==> config.mk <==
export PLATFORM = sky130hd
export DESIGN_NAME = divfixed_seq
export DESIGN_NICKNAME = d
export VERILOG_FILES = /design/src/rtl/fixed_pkg.sv /design/src/rtl/fixed_divstep.sv /design/src/rtl/divfixed_seq.sv
export SDC_FILE = /design/constraint.sdc
export NUM_CORES = 1
export LEC_CHECK = 0
export BUFFER_PORTS_ARGS = -buffer_cell sky130_fd_sc_hd__buf_2
export CORE_ASPECT_RATIO = 0.7
export CORE_MARGIN = 3
export CORE_UTILIZATION = 46
export DETAILED_ROUTE_END_ITERATION = 12
export SYNTH_ARGS = -nofsm -noshare
export SYNTH_HDL_FRONTEND = slang
export SYNTH_HIERARCHICAL = 1
export SYNTH_SLANG_ARGS = --single-unit
==> constraint.sdc <==
create_clock -name clk -period 3.5 [get_ports clk]
set_clock_uncertainty 0.15 [all_clocks]
set_input_delay 0.35 -clock clk [delete_from_list [all_inputs] [get_ports clk]]
set_output_delay 0.35 -clock clk [all_outputs]
set_load 0.05 [all_outputs]
==> src/rtl/fixed_pkg.sv <==
// fixed_pkg: shared Q5.26 fixed-point constants, divider state encoding and abs helper
package fixed_pkg;
  localparam int WIDTH = 32;
  localparam int FRAC = 26;
  localparam int N = WIDTH + FRAC;
  localparam int CW = $clog2(N);
  typedef enum logic [1:0] {IDLE, CALC, DONE} state_t;
  localparam logic [WIDTH-1:0] Q_MAX_POS = 32'h7FFF_FFFF;
  localparam logic [WIDTH-1:0] Q_MAX_NEG = 32'h8000_0000;
  localparam logic [WIDTH-1:0] ONE = 32'h0400_0000;
  // Unsigned magnitude; the most negative value maps to 2^(WIDTH-1)
  function automatic logic [WIDTH-1:0] abs_mag(input logic [WIDTH-1:0] x);
    return x[WIDTH-1] ? ~(x - WIDTH'(1)) : x;
  endfunction
endpackage

==> src/rtl/fixed_divstep.sv <==
// fixed_divstep: one combinational restoring-division step
module fixed_divstep
  import fixed_pkg::*;
(
  input  logic [WIDTH:0]   r,
  input  logic             d_bit,
  input  logic [WIDTH-1:0] b_mag,
  output logic [WIDTH:0]   r_next,
  output logic             q_bit
);
  logic [WIDTH+1:0] r_sh;
  always_comb begin
    r_sh = {r, d_bit};
    q_bit = r_sh >= {2'b00, b_mag};
    r_next = q_bit ? (WIDTH+1)'(r_sh - {2'b00, b_mag}) : (WIDTH+1)'(r_sh);
  end
endmodule

==> src/rtl/divfixed_seq.sv <==
// divfixed_seq: sequential signed Q5.26 restoring divider with saturation and divide-by-zero flag
module divfixed_seq
  import fixed_pkg::*;
(
  input  logic             clk,
  input  logic             rst_n,
  input  logic             in_valid,
  output logic             in_ready,
  input  logic [WIDTH-1:0] a,
  input  logic [WIDTH-1:0] b,
  output logic             out_valid,
  input  logic             out_ready,
  output logic [WIDTH-1:0] q,
  output logic             ovf,
  output logic             dbz,
  output logic             busy
);
  state_t state;
  logic [N-1:0] d, qm;
  logic [WIDTH:0] r, r_next;
  logic [WIDTH-1:0] b_mag, q_res;
  logic sgn, a_neg, zero_b, q_bit, ovf_res, sat_neg;
  logic [CW-1:0] cnt;
  fixed_divstep u_step (
    .r(r),
    .d_bit(d[N-1]),
    .b_mag(b_mag),
    .r_next(r_next),
    .q_bit(q_bit)
  );
  // Negative results may reach 2^(WIDTH-1) exactly; positive ones stop one short
  always_comb begin
    sat_neg = zero_b ? a_neg : sgn;
    ovf_res = !zero_b && (qm > (sgn ? N'(Q_MAX_NEG) : N'(Q_MAX_POS)));
    q_res = (zero_b || ovf_res) ? (sat_neg ? Q_MAX_NEG : Q_MAX_POS)
          : sgn ? ~qm[WIDTH-1:0] + WIDTH'(1) : qm[WIDTH-1:0];
  end
  assign in_ready = state == IDLE;
  assign busy = state != IDLE;
  always_ff @(posedge clk or negedge rst_n) begin
    if (!rst_n) begin
      state <= IDLE;
      out_valid <= 1'b0;
      q <= '0;
      ovf <= 1'b0;
      dbz <= 1'b0;
      d <= '0;
      qm <= '0;
      r <= '0;
      b_mag <= '0;
      sgn <= 1'b0;
      a_neg <= 1'b0;
      zero_b <= 1'b0;
      cnt <= '0;
    end else begin
      case (state)
        IDLE: if (in_valid) begin
          sgn <= a[WIDTH-1] ^ b[WIDTH-1];
          a_neg <= a[WIDTH-1];
          zero_b <= b == '0;
          b_mag <= abs_mag(b);
          d <= {abs_mag(a), FRAC'(0)};
          r <= '0;
          qm <= '0;
          cnt <= '0;
          ovf <= 1'b0;
          dbz <= 1'b0;
          state <= (b == '0) ? DONE : CALC;
        end
        CALC: begin
          r <= r_next;
          d <= d << 1;
          qm <= {qm[N-2:0], q_bit};
          cnt <= cnt + CW'(1);
          if (cnt == CW'(N - 1)) state <= DONE;
        end
        DONE: if (!out_valid) begin
          out_valid <= 1'b1;
          q <= q_res;
          ovf <= ovf_res;
          dbz <= zero_b;
        end else if (out_ready) begin
          out_valid <= 1'b0;
          state <= IDLE;
        end
        default: state <= IDLE;
      endcase
    end
  end
endmodule
==> impl_metrics.yaml <==
detailed_routing:
  drt-vias-per-instance: 5.54
  routed_wl_um: 32900
  avgRoutedWirePerCell_um: 16.4
  postRouteAntennaNets: 0
  drc: 0
  drt_first_pass_iters: 5
  drtIter0Drc: 883
  vias: 11100
pwr:
  pwr-share-clk_pct: 14.6
  pwr-share-seq_pct: 22.8
  ir_drop_mv: 0.959
  power_density_nw_per_um2: 1160
  sw_frac_of_total_pct: 48.6
  power_leakage_nw: 6.79
  pwr-share-comb_pct: 62.6
  power.switching_mw: 8.50
  p_int_mw: 9.00
setup_path:
  endpoint_kind: "flip-flop"
  r2r_setup_slack_ns: 0.20
  r2r_cells: 14
  crit_path_max_fanout: 4
  critical_path.cell_chain: "inv_1 > ha_1 > inv_1 > fa_2 > a211oi_2 > o211a_1 > nor2_1 > a21o_1 > a311o_1 > a311oi_2 > o21ai_1 > mux2_1 > nand2_1 > o21ai_0"
  critPathLaunchType: "flip-flop"
  worstSetupPathType: "reg2reg"
  cp_slowest_stage_delay_ns: 0.39
  r2r_end: "r[32]"
  worstPathRequired_ns: 3.75
  crit_arrival_ns: 3.55
  r2r-start: "d[57]"
  slowest_stage: "dfrtp_1"
  crit_top_cell: "inv_1"
floorplan:
  fp.coreArea_um2: 27000
  ios: 105
  floorplan.initialDensity_pct: 47.2
  die_h_um: 145
  rows: 50
  die_w_um: 205
  design.die.area_um2: 29800
clocking:
  cts_tree: "yes"
  cts_root_buf: "clkbuf_16"
  clkLatencyLatePin_ns: 0.55
  ctsLongestPathBuffers: 3
  numCtsBuffers: 23
  cts-htree-levels: 1
  path_clk_slew_ns: 0.06
  cts_num_sinks: 201
global_route:
  gr-total-overflow: 0
  globalRouteTotalUtil_pct: 22.0
  antenna_found_initial: 0
  grt_pass1_wl_um: 54800
  grt_pass1_vias: 10600
  grt_start_max_net_pins: 105
hold_path:
  hold_path.startpoint: "in_valid"
  holdPathStages: 3
  hold_path.class: "in2reg"
  whs_endpoint: "state[1]"
placement:
  gp_congestion: 0.853
  dp.cells: 1927
  portBuffers: 104
  place_hpwl_um: 22700
sta:
  finalSetupTns_ns: 0
  fin_crit_sh_pct: 94.4
  rsz0062_at_grt: "false"
  slew_headroom_pct: 21.0
  finalSetupViolCount: 0
  hold_viol_final: 0
  fin_crit_ns: 3.30
  drv_slew: 0
  achievable-frequency_mhz: 303
  max_slew.worst_pin.slew_ns: 1.19
  holdWs_ns: 0.00763
cells_and_area:
  insertedDiodeCount: 0
  finalNetCount: 1770
  fin_cells: 2010
  syn_to_final_growth_pct: 18.0
  drive_gt1_share_pct: 12.9
yosys:
  syn-cell-area_um2: 12700
  yosysTopAreaCell: "dfrtp_1"
  yosys.area.top_type_share_pct: 39.5
  async_reset_ff_share_pct: 100
  synth_warnings: 6
  synth_flop_cell: "dfrtp_1"
  synth_area_leaders: "dfrtp_1, nand2_1, o21ai_0, ha_1, xor2_1"
  netlist_instances: 1507
  synth_edf_count: 0
  ys_seq_area_share_pct: 39.5
  synth_area_per_cell_um2: 8.46
  yosysUniqueCellTypes: 71
  synth-seq-cells: 201
  syn_nets: 1646
run_status:
  status: "complete, no violations"
flow_run:
  cap_violations: 0
-- cells in the final DEF, fill, tap and decap left out, types with 27 or more instances in the layout --
cell,Yosys,routed
a21oi_1,65,65
a22oi_1,31,31
buf_2,6,103
buf_4,0,28
dfrtp_1,201,200
dlygate4sd3_1,0,42
ha_1,70,70
inv_1,55,55
nand2_1,294,293
nand3_1,29,29
nor2_1,83,81
o21ai_0,213,213
o22a_1,31,31
o31ai_1,27,27
xnor2_1,29,29
xor2_1,87,87
-- worst max-delay path, delay by kind of cell, from the launching register on --
kind	cells	cell delay, ns
AOI/OAI and AO/OA	7	1.49
buffers and inverters	2	0.11
adders and majority gates	2	0.53
muxes	1	0.32
DFF	1	0.39
and+or+nand+nor	2	0.17
-- repair_timing --
action                     CTS  global route
setup endpoints to repair    0             4
hold endpoints to repair   124             0
resized for setup            0             1
hold buffers                42             0
setup buffers                0             1
-- power groups by stage --
stage / sequential, mW / combinational [mW] / clock (mW)
after CTS: 3.99 / 10.9 / 2.61
after global placement: 3.99 / 10.8 / 0
after global routing: 4.11 / 12.3 / 2.71
final: 3.99 / 11.0 / 2.55
after floorplan: 4.53 / 7.41 / 0
after detailed placement: 4.02 / 10.8 / 0
-- state kept, by name (all words and copies together) (netlist names) --
signal	count
sgn	1
zero_b	1
q	32
state	2
ovf	1
b_mag	32
out_valid	1
a_neg	1
dbz	1
d	32
qm	58
cnt	6
r	33
-- logic make-up after synthesis --
logic type	Yosys count	synth area share, %
buffers and inverters	139	4.15
AOI/OAI and AO/OA	453	22.6
xor gates and xnor gates	116	7.97
DFF	201	39.5
adders and majority gates	71	7.03
muxes	5	0.412
and+or+nand+nor	522	18.4
-- per-layer routing --
metal | GRT usage (%) | part of all wire (%) | up-vias
met4 | 4.37 | 1.7 | 0
met1 | 35.2 | 52 | 5265
li1 | - | - | 5575
met3 | 3.14 | 5.1 | 36
met5 | 0 | 0 | -
met2 | 31.4 | 41 | 268
-- cell type report --
cell class              instances  area [µm²]
well taps                     364         455
clock inverters                 9         139
flip-flops and latches        201        5030
inverters                      56         210
fillers                      2536       12000
multi-input cells            1167        7230
repair buffers                182        1320
clock buffers                  31         656
-- cells in the mapped netlist (29+ instances only) --
master	instances
nand2_1	294
o21ai_0	213
dfrtp_1	201
xor2_1	87
nor2_1	83
ha_1	70
clkbuf_1	68
a21oi_1	65
inv_1	55
a22oi_1	31
o22a_1	31
nand3_1	29
xnor2_1	29
-- per-stage QoR --
| stage | setup slack [ns] | instance area, µm² | total power [mW] | util (%) |
|---|---|---|---|---|
| after detailed placement | 0.0407 | 13800 | 14.9 | 51.1 |
| after floorplan | 0.239 | 12700 | 11.9 | - |
| after global placement | 0.137 | 13800 | 14.7 | 51.1 |
| after global routing | 0.0296 | 15000 | 19.1 | 55.7 |
| after CTS | 0.0141 | 15000 | 17.5 | 55.6 |
| final | 0.196 | 15000 | 17.5 | 55.7 |
-- worst max path at each step --
stage                      from    end  slack (ns)  depth (start not counted)
after CTS                 d[57]  r[32]        0.01                         14
after floorplan             sgn  q[31]        0.24                         10
after detailed placement  d[57]  r[32]        0.04                         14
after global routing      d[57]  r[24]        0.03                         15
after global placement    d[57]  r[32]        0.14                         14
final                     d[57]  r[32]        0.20                         14
No activity file was read; power rests on OpenSTA's default activity.
